## config.mk

```make
export PLATFORM = sky130hd
export DESIGN_NAME = rd_burst_ctrl_flat
export DESIGN_NICKNAME = d
export VERILOG_FILES = /design/src/rtl/rd_burst_ctrl_if.sv /design/src/rtl/rd_burst_ctrl.sv /design/src/flat_wrapper.sv
export SDC_FILE = /design/constraint.sdc
export NUM_CORES = 1
export LEC_CHECK = 0
export CAP_MARGIN = 20
export CELL_PAD_IN_SITES_DETAIL_PLACEMENT = 1
export CELL_PAD_IN_SITES_GLOBAL_PLACEMENT = 1
export CORE_MARGIN = 2
export CORE_UTILIZATION = 47
export CTS_CLUSTER_SIZE = 16
export DETAILED_ROUTE_END_ITERATION = 7
export PLACE_DENSITY_LB_ADDON = 0.1
export SLEW_MARGIN = 40
export SYNTH_ARGS = -nofsm -noshare
export SYNTH_HDL_FRONTEND = slang
export SYNTH_SLANG_ARGS = --single-unit
```

## constraint.sdc

```tcl
create_clock -name clk -period 16.2 [get_ports clk]
set_clock_uncertainty 0.2 [all_clocks]
set_input_delay 2.43 -clock clk [delete_from_list [all_inputs] [get_ports clk]]
set_output_delay 2.43 -clock clk [all_outputs]
set_load 0.05 [all_outputs]
```

## src/rtl/rd_burst_ctrl_if.sv

```systemverilog
// rd_burst_ctrl_if: Avalon-MM burst read bus plus capture FIFO write port.
interface rd_burst_ctrl_if #(
  parameter int DATA_W = 32,
  parameter int ADDR_W = 32,
  parameter int BCNT_W = 4,
  parameter int FREE_W = 10
);
  logic [ADDR_W-1:0] address;
  logic [BCNT_W-1:0] burstcount;
  logic              read;
  logic              waitrequest;
  logic [DATA_W-1:0] readdata;
  logic              readdatavalid;
  logic [FREE_W-1:0] fifo_free;
  logic              fifo_wr;
  logic [DATA_W-1:0] fifo_data;
  modport master (
    output address, burstcount, read, fifo_wr, fifo_data,
    input  waitrequest, readdata, readdatavalid, fifo_free
  );
  modport slave (
    input  address, burstcount, read, fifo_wr, fifo_data,
    output waitrequest, readdata, readdatavalid, fifo_free
  );
endinterface

```

## src/rtl/rd_burst_ctrl.sv

```systemverilog
// rd_burst_ctrl: credit-gated Avalon-MM burst read master copying a packet into the capture FIFO.
module rd_burst_ctrl #(
  parameter int DATA_W    = 32,
  parameter int ADDR_W    = 32,
  parameter int MAX_BURST = 8,
  parameter int BCNT_W    = 4,
  parameter int FREE_W    = 10
) (
  input  logic              clk,
  input  logic              reset,
  input  logic              start,
  input  logic [ADDR_W-1:0] pkt_begin,
  input  logic [ADDR_W-1:0] pkt_end,
  output logic              busy,
  output logic              done,
  output logic              err,
  rd_burst_ctrl_if.master   bus
);
  localparam int BYTES = DATA_W / 8;
  localparam int BSH   = $clog2(BYTES);
  localparam int LW    = ADDR_W + 1;
  localparam int OW    = FREE_W + 1;
  typedef enum logic [2:0] {IDLE, CHECK, ISSUE, WAIT, DRAIN, DONE} state_t;
  state_t            state, state_n;
  logic [ADDR_W-1:0] beg_q, end_q, cur;
  logic [LW-1:0]     words_left, len_q, to_bnd, len;
  logic [OW-1:0]     outstanding;
  logic              err_q, bad, credit, acc, beat;
  assign bad    = end_q < beg_q || |(beg_q & ADDR_W'(BYTES-1)) || |(end_q & ADDR_W'(BYTES-1));
  assign to_bnd = LW'(MAX_BURST) - (LW'(cur >> BSH) & LW'(MAX_BURST-1));
  assign len    = words_left < to_bnd ? words_left : to_bnd;
  assign credit = (LW+1)'(bus.fifo_free) >= (LW+1)'(outstanding) + (LW+1)'(len);
  assign acc    = state == WAIT && !bus.waitrequest;
  assign beat   = bus.readdatavalid && outstanding != '0;
  assign busy   = state != IDLE;
  assign done   = state == DONE;
  assign err    = done && err_q;
  always_ff @(posedge clk or negedge reset)
    if (!reset) state <= IDLE;
    else state <= state_n;
  always_comb begin
    state_n = state;
    case (state)
      IDLE:    state_n = start ? CHECK : IDLE;
      CHECK:   state_n = bad ? DONE : ISSUE;
      ISSUE:   state_n = credit ? WAIT : ISSUE;
      WAIT:    state_n = !acc ? WAIT : words_left == len_q ? DRAIN : ISSUE;
      DRAIN:   state_n = outstanding == '0 ? DONE : DRAIN;
      DONE:    state_n = IDLE;
      default: state_n = IDLE;
    endcase
  end
  always_ff @(posedge clk or negedge reset) begin
    if (!reset) begin
      beg_q          <= '0;
      end_q          <= '0;
      cur            <= '0;
      words_left     <= '0;
      len_q          <= '0;
      outstanding    <= '0;
      err_q          <= 1'b0;
      bus.read       <= 1'b0;
      bus.address    <= '0;
      bus.burstcount <= '0;
      bus.fifo_wr    <= 1'b0;
      bus.fifo_data  <= '0;
    end else begin
      if (state == IDLE && start) begin
        beg_q <= pkt_begin;
        end_q <= pkt_end;
        err_q <= 1'b0;
      end
      if (state == CHECK) begin
        err_q      <= bad;
        words_left <= LW'((end_q - beg_q) >> BSH) + LW'(1);
        cur        <= beg_q;
      end
      if (state == ISSUE && credit) begin
        bus.read       <= 1'b1;
        bus.address    <= cur;
        bus.burstcount <= BCNT_W'(len);
        len_q          <= len;
      end
      if (acc) begin
        bus.read   <= 1'b0;
        cur        <= cur + ADDR_W'(len_q << BSH);
        words_left <= words_left - len_q;
      end
      outstanding <= outstanding + (acc ? OW'(len_q) : OW'(0)) - (beat ? OW'(1) : OW'(0));
      bus.fifo_wr <= beat;
      if (beat) bus.fifo_data <= bus.readdata;
    end
  end
endmodule
```

## src/flat_wrapper.sv

```systemverilog
// flat-port wrapper written by rule: the top's interface ports become plain ports
module rd_burst_ctrl_flat 
#(
  parameter int DATA_W    = 32,
  parameter int ADDR_W    = 32,
  parameter int MAX_BURST = 8,
  parameter int BCNT_W    = 4,
  parameter int FREE_W    = 10
)
  (clk, reset, start, pkt_begin, pkt_end, busy, done, err, bus_address, bus_burstcount, bus_read, bus_fifo_wr, bus_fifo_data, bus_waitrequest, bus_readdata, bus_readdatavalid, bus_fifo_free);
  rd_burst_ctrl_if #(.DATA_W(DATA_W), .ADDR_W(ADDR_W), .BCNT_W(BCNT_W), .FREE_W(FREE_W)) bus_i ();
  input  logic clk;
  input  logic reset;
  input  logic start;
  input  logic [ADDR_W-1:0] pkt_begin;
  input  logic [ADDR_W-1:0] pkt_end;
  output logic busy;
  output logic done;
  output logic err;
  output wire logic [$bits(bus_i.address)-1:0] bus_address;
  output wire logic [$bits(bus_i.burstcount)-1:0] bus_burstcount;
  output wire logic [$bits(bus_i.read)-1:0] bus_read;
  output wire logic [$bits(bus_i.fifo_wr)-1:0] bus_fifo_wr;
  output wire logic [$bits(bus_i.fifo_data)-1:0] bus_fifo_data;
  input wire logic [$bits(bus_i.waitrequest)-1:0] bus_waitrequest;
  input wire logic [$bits(bus_i.readdata)-1:0] bus_readdata;
  input wire logic [$bits(bus_i.readdatavalid)-1:0] bus_readdatavalid;
  input wire logic [$bits(bus_i.fifo_free)-1:0] bus_fifo_free;
  assign bus_address = bus_i.address;
  assign bus_burstcount = bus_i.burstcount;
  assign bus_read = bus_i.read;
  assign bus_fifo_wr = bus_i.fifo_wr;
  assign bus_fifo_data = bus_i.fifo_data;
  assign bus_i.waitrequest = bus_waitrequest;
  assign bus_i.readdata = bus_readdata;
  assign bus_i.readdatavalid = bus_readdatavalid;
  assign bus_i.fifo_free = bus_fifo_free;
  rd_burst_ctrl #(.DATA_W(DATA_W), .ADDR_W(ADDR_W), .MAX_BURST(MAX_BURST), .BCNT_W(BCNT_W), .FREE_W(FREE_W)) u_core (.clk(clk), .reset(reset), .start(start), .pkt_begin(pkt_begin), .pkt_end(pkt_end), .busy(busy), .done(done), .err(err), .bus(bus_i));
endmodule
```

Word level (Yosys, flattened, before mapping)
Cells that the tools add are included.
{"block": "word_totals", "regBits": 247, "in_bits": 111, "out_inout_bits": 73}
{"block": "classes", "add_sub_neg": 8, "order_cmp": 3, "n_eq_ne": 6, "mux": 18, "reduce_logical": 17}
{"op": "33-bit two-way mux", "count": 3}
{"op": "32-bit two-way mux", "count": 2}
{"op": "11-bit by 33-bit adder with 34-bit output", "count": 1}
{"op": "10-bit by 34-bit greater-or-equal comparator with 1-bit output", "count": 1}
{"op": "33-bit equality test", "count": 1}
{"op": "33-bit less-than comparator", "count": 1}
{"op": "32-bit by 32-bit subtractor with 33-bit output", "count": 1}
{"op": "33-bit subtractor", "count": 1}
{"op": "31-bit by 1-bit adder with 32-bit output (second input constant)", "count": 1}
{"op": "32-bit adder", "count": 1}
{"op": "32-bit less-than comparator", "count": 1}
{"op": "3-bit one-hot mux with 5 select lines", "count": 1}
{"op": "11-bit adder", "count": 1}
{"op": "11-bit zero test", "count": 1}
{"op": "11-bit two-way mux", "count": 1}
{"op": "11-bit nonzero test", "count": 1}
{"op": "11-bit subtractor", "count": 1}
{"op": "3-bit two-way mux", "count": 3}
{"op": "1-bit two-way mux", "count": 8}
{"op": "3-bit by 2-bit equality test with 1-bit output (second input constant)", "count": 2}
{"op": "3-bit equality test (second input constant)", "count": 2}
{"op": "2-bit nonzero test", "count": 3}
{"op": "1-bit logical AND", "count": 5}
{"op": "4-bit by 3-bit subtractor with 5-bit output (first input constant)", "count": 1}
{"op": "6 further kinds", "count": 8}

Depth between registers and ports, before layout
{"block": "depth", "depth_word": 8, "mapped_depth": 31}

Least setup slack after synthesis
Ideal clock, no wire load.
{"block": "synth_timing", "path_type": "input -> register", "start": "input bus_readdatavalid", "end": "register u_core.outstanding[10]", "t_arrival_ns": 5.204, "setup_slack_ns": 10.672, "cell_stages": 18, "path_cell_list": "and2_1 -> clkbuf_1 -> clkbuf_1 -> ha_1 -> inv_1 -> ha_1 -> inv_1 -> fa_1 -> nor2b_1 -> o21ai_0 -> a21boi_0 -> o21ai_0 -> a21boi_0 -> o21a_1 -> o21ai_0 -> nand2b_1 -> a21oi_1 -> xnor2_1"}
{"block": "synth_via", "elab_chain_cells": 3}
{"element": "start: declaration", "line": "flat_wrapper.sv:27", "text": "input wire logic [$bits(bus_i.readdatavalid)-1:0] bus_readdatavalid;"}
{"element": "1-bit logical AND", "line": "rd_burst_ctrl.sv:34", "text": "assign beat = bus.readdatavalid && outstanding != '0;"}
{"element": "net u_core.beat", "line": "rd_burst_ctrl.sv:28", "text": "logic err_q, bad, credit, acc, beat;"}
{"element": "1-bit two-way mux", "line": "rd_burst_ctrl.sv:89", "text": "outstanding <= outstanding + (acc ? OW'(len_q) : OW'(0)) - (beat ? OW'(1) : OW'(0));"}
{"element": "11-bit subtractor", "line": "rd_burst_ctrl.sv:89"}
{"element": "end signal: assignment", "line": "rd_burst_ctrl.sv:89"}
{"element": "end: declaration", "line": "rd_burst_ctrl.sv:27", "text": "logic [OW-1:0] outstanding;"}
The timed path passes the listed nets, and every way through them passes these cells.
A chain may end at the register's enable or synchronous reset.

Worst setup path in the final report
{"block": "layout_timing", "start": "register u_core.cur[3]", "end": "register u_core.bus.address[17]"}
{"block": "layout_via", "elab_chain_cells": 6}
{"element": "start: declaration", "line": "rd_burst_ctrl.sv:25", "text": "logic [ADDR_W-1:0] beg_q, end_q, cur;"}
{"element": "start signal: assignment", "line": "rd_burst_ctrl.sv:76", "text": "cur <= beg_q;"}
{"element": "start signal: assignment", "line": "rd_burst_ctrl.sv:86", "text": "cur <= cur + ADDR_W'(len_q << BSH);"}
{"element": "4-bit by 3-bit subtractor with 5-bit output", "line": "rd_burst_ctrl.sv:30", "text": "assign to_bnd = LW'(MAX_BURST) - (LW'(cur >> BSH) & LW'(MAX_BURST-1));"}
{"element": "33-bit less-than comparator", "line": "rd_burst_ctrl.sv:31", "text": "assign len = words_left < to_bnd ? words_left : to_bnd;"}
{"element": "33-bit two-way mux", "line": "rd_burst_ctrl.sv:31"}
{"element": "net u_core.len[0]", "line": "rd_burst_ctrl.sv:26", "text": "logic [LW-1:0] words_left, len_q, to_bnd, len;"}
{"element": "11-bit by 33-bit adder with 34-bit output", "line": "rd_burst_ctrl.sv:32", "text": "assign credit = (LW+1)'(bus.fifo_free) >= (LW+1)'(outstanding) + (LW+1)'(len);"}
{"element": "10-bit by 34-bit greater-or-equal comparator with 1-bit output", "line": "rd_burst_ctrl.sv:32"}
{"element": "1-bit logical AND", "line": "rd_burst_ctrl.sv:78", "text": "if (state == ISSUE && credit) begin"}
{"element": "end signal: assignment", "line": "rd_burst_ctrl.sv:80", "text": "bus.address <= cur;"}
{"element": "end: declaration", "line": "rd_burst_ctrl_if.sv:18", "text": "output address, burstcount, read, fifo_wr, fifo_data,"}
The timed path passes the listed nets, and every way through them passes these cells.

==> metrics.md <==
| Metric | Value |
|---|---|
| Clock Power Share | `around an eighth` |
| Worst-case vdd ir drop | `0.000187 V` |
| Core Box Area | `roughly 0.035 mm2` |
| Largest fanout on the critical path | `a little over 60` |
| Sequential element share of the synthesized area | `36.5%` |
| Drt first pass iters | `5` |
| Setup-failing EPs final | `0` |
| Synth top area share | `36.5%` |
| Drt drc | `0` |
| Num CTS Buffers | `29` |
| Max Clk Rate | `between 150 and 200 MHz` |
| DR vias | `~14000` |
| Post-DP Area | `approximately 0.019 mm2` |
| Clock transition at path regs | `~0.06 ns` |
| Final instance area | `between 0.015 and 0.02 mm2` |
| R2r startpoint | `u_core.cur[3]` |
| Switching Fraction | `about half` |
| Syn avg cell area | `between 9 and 10 um2` |
| Full die area | `~0.037 mm2` |
| Area growth from synthesis to layout | `19.2%` |
| Routed Antenna Nets | `0` |
| Synth Register Bits | `around 240` |
| GRT Overall Usage | `roughly 27%` |
| Post-cts sizing count | `0` |
| DP HPWL | `38700 um` |
| Post-synth top flop | `dfrtp_1` |
| Fraction of layout cells with a size suffix above 1 | `10.6%` |
| P_int | `2.56 mW` |
| Commonest cells in the netlist | `dfrtp_1, nand2_1, ha_1, inv_1, nor2_1` |
| Total gr overflow | `0` |
| Post-CTS setup repair buffer count | `0` |
| Max incr delay on CP | `~0.5 ns` |
| Insertion delay to the later sink of the worst-skew pair | `0.57 ns` |
| Pin count of the biggest net entering global routing | `98` |
| CP max-delay cell | `buf_6` |
| Initial core utilization | `47.4%` |
| Flop-to-flop setup slack | `roughly 9.9 ns` |
| TNS Setup | `0 ns` |
| Post-synth EDFFs | `0` |
| Final min period | `6.29 ns` |
| RSZ-0062 raised after global routing | `no` |
| Synth area leader | `dfrtp_1` |
| CTS tree | `built` |
| Slew @ Worst Pin | `~0.79 ns` |
| Worst R2R End | `u_core.bus.address[17]` |
| Crit end category | `flop` |
| Leakage power | `about 8.8 nW` |
| Core Util, Final | `a little under three fifths` |
| Crit path DAT | `approximately 6.5 ns` |
| Critical Path Stages | `27` |
| Sink Count | `between 200 and 250` |
| Post-Place Cells | `about 2400` |
| Buffers plus inverters on the worst setup path | `4` |
| Rows | `69` |
| Root buffer cell | `clkbuf_16` |
| Comb power frac | `between 60 and 70%` |
| Synth Instances | `between 1500 and 2000` |
| Slew HR | `between 40 and 50%` |
| Synth top area cells | `dfrtp_1, ha_1, mux2_2, nand2_1, xnor2_1` |
| Worst endpoint required time | `approximately 16 ns` |
| # H-tree levels | `1` |
| Post-Route WL | `between 50000 and 60000 um` |
| Crit path launch | `u_core.cur[3]` |
| Fin cells | `roughly 2500` |
| First-pass GRT wire length | `about 80000 um` |
| Kind of critical path | `reg2reg` |
| Netlist Area Pre-Place | `~0.017 mm2` |
| Number of cells on the worst reg-to-reg path | `27` |
| Worst Setup Start Kind | `flop` |
| Sw Pwr | `2.50 mW` |
| Cell with the most instances after synthesis | `dfrtp_1` |
| Die Y | `just under 200 um` |
| Post-route clock period utilization | `just under 40%` |
| Hold Path Class | `reg2reg` |
| Setup crit end | `u_core.bus.address[17]` |
| Nets | `~2200` |
| DR WL/cell | `slightly above 20 um` |
| PwrDens | `between 200 and 300 mW/mm2` |
| Vias in the first global route | `approximately 15000` |
| Max-cap viol count | `0` |
| Vias/cell | `approximately 5.7` |
| Post-CTS Hold Buffers | `0` |
| I/O Pins | `approximately 180` |
| Die X | `slightly below 200 um` |
| Placer Congestion | `a little under 0.9` |
| Flop pwr share | `about a fifth` |
| Initial antenna violation count | `2` |
| Async SR Flop Fraction | `100%` |
| Clock Path Buffers | `3` |
| Post-synthesis cell type count | `93` |
| Synth warn | `0` |
| CP delay by family, top | `compound AO/OA/AOI/OAI gates` |
| # port buffers | `183` |
| Fin. Hold Viols | `0` |
| DR iter-0 viols | `approximately 750` |
| Status | `finished clean` |
| Slew Viols, Final | `0` |
-- through the flow --
stage	total power [mW]	hold slack, ns	worst slack, ns
floorplan	3.49	0.240	10.67
global placement	4.24	0.258	9.90
detailed placement	4.37	0.260	9.74
CTS	5.06	0.298	9.74
global route	5.48	0.322	9.43
finish	5.05	0.304	9.91
-- power by group through the flow --
stage	clock network, mW	logic [mW]	registers (mW)
floorplan	0	2.47	1.03
global placement	0	3.21	1.03
detailed placement	0	3.33	1.04
CTS	0.661	3.37	1.03
global route	0.684	3.73	1.07
finish	0.645	3.37	1.04
-- worst min-delay path by stage --
| stage | start | to | cells past startpoint |
|---|---|---|---|
| 6_report | u_core.bus.fifo_data[15] | u_core.bus.fifo_data[15] | 1 |
| 5_1_grt | u_core.bus.address[13] | u_core.bus.address[13] | 1 |
| 4_1_cts | u_core.cur[0] | u_core.cur[0] | 2 |
| 3_5_place_dp | u_core.cur[0] | u_core.cur[0] | 2 |
| 3_3_place_gp | u_core.cur[0] | u_core.cur[0] | 2 |
| 2_1_floorplan | u_core.cur[0] | u_core.cur[0] | 2 |
-- per-layer routing --
layer | routed length (um) | GRT usage, % | part of all wire [%] | up-vias
li1 | - | - | - | 6778
met4 | 950 | 5.73 | 1.9 | 0
met5 | 0 | 0 | 0 | -
met1 | 24000 | 38.5 | 48 | 6936
met3 | 2430 | 3.89 | 4.8 | 64
met2 | 23000 | 45.2 | 46 | 314
-- cells by family (layout without fill, tap and decap cells) --
kind of cell,after synthesis,after routing,share of synthesized area (%)
other cells,1,10,0.0225
compound gates,455,455,17.9
xor+xnor,107,107,5.62
simple gates,538,538,16.1
flops,243,243,36.5
buf+inv,213,382,5.19
fa+ha+maj,142,142,10.8
mux,118,118,7.92
-- registers in the layout (all words and copies together), names as in the netlist, 11 cells and up --
name                  count
u_core.end_q             32
u_core.words_left        33
u_core.outstanding       11
u_core.beg_q             32
u_core.cur               32
u_core.len_q             33
u_core.bus.fifo_data     32
u_core.bus.address       32
-- worst register-to-register path: stages (launching register included) --
cell and delay (ns):
dfrtp_1 0.41, inv_1 0.11, ha_1 0.30, inv_1 0.05
ha_1 0.27, o21ai_0 0.08, nand2b_1 0.08, a21oi_1 0.16
nor3b_1 0.06, or3_1 0.44, o21ai_0 0.39, ha_1 0.26
inv_1 0.07, fa_1 0.41, nor2b_1 0.12, o21ai_0 0.11
a21oi_1 0.20, o21ai_0 0.13, a21oi_1 0.22, o21a_1 0.15
or3_1 0.10, nand2_1 0.05, ha_1 0.29, o21a_1 0.10
o31a_1 0.21, o221a_2 0.24, buf_6 0.50, mux2_2 0.47
-- layout by cell type, fill, tap and decap left out, types with 44 or more instances in the layout --
cell type,instances
a21oi_1,103
clkdlybuf4s50_1,182
dfrtp_1,243
ha_1,138
inv_1,137
mux2_2,102
nand2_1,185
nand3_1,44
nor2_1,121
o21ai_0,115
xnor2_1,71
-- layout make-up --
| type | instances | area, um2 |
|---|---|---|
| clock inverter | 6 | 80.1 |
| multi-input combinational | 1367 | 9800 |
| timing repair buffer | 194 | 1980 |
| sequential | 243 | 6080 |
| inverter | 137 | 514 |
| clock buffer | 45 | 856 |
| tap | 461 | 577 |
| fill | 4066 | 15300 |
| antenna | 3 | 7.51 |
No activity file was read; power rests on OpenSTA's default activity.
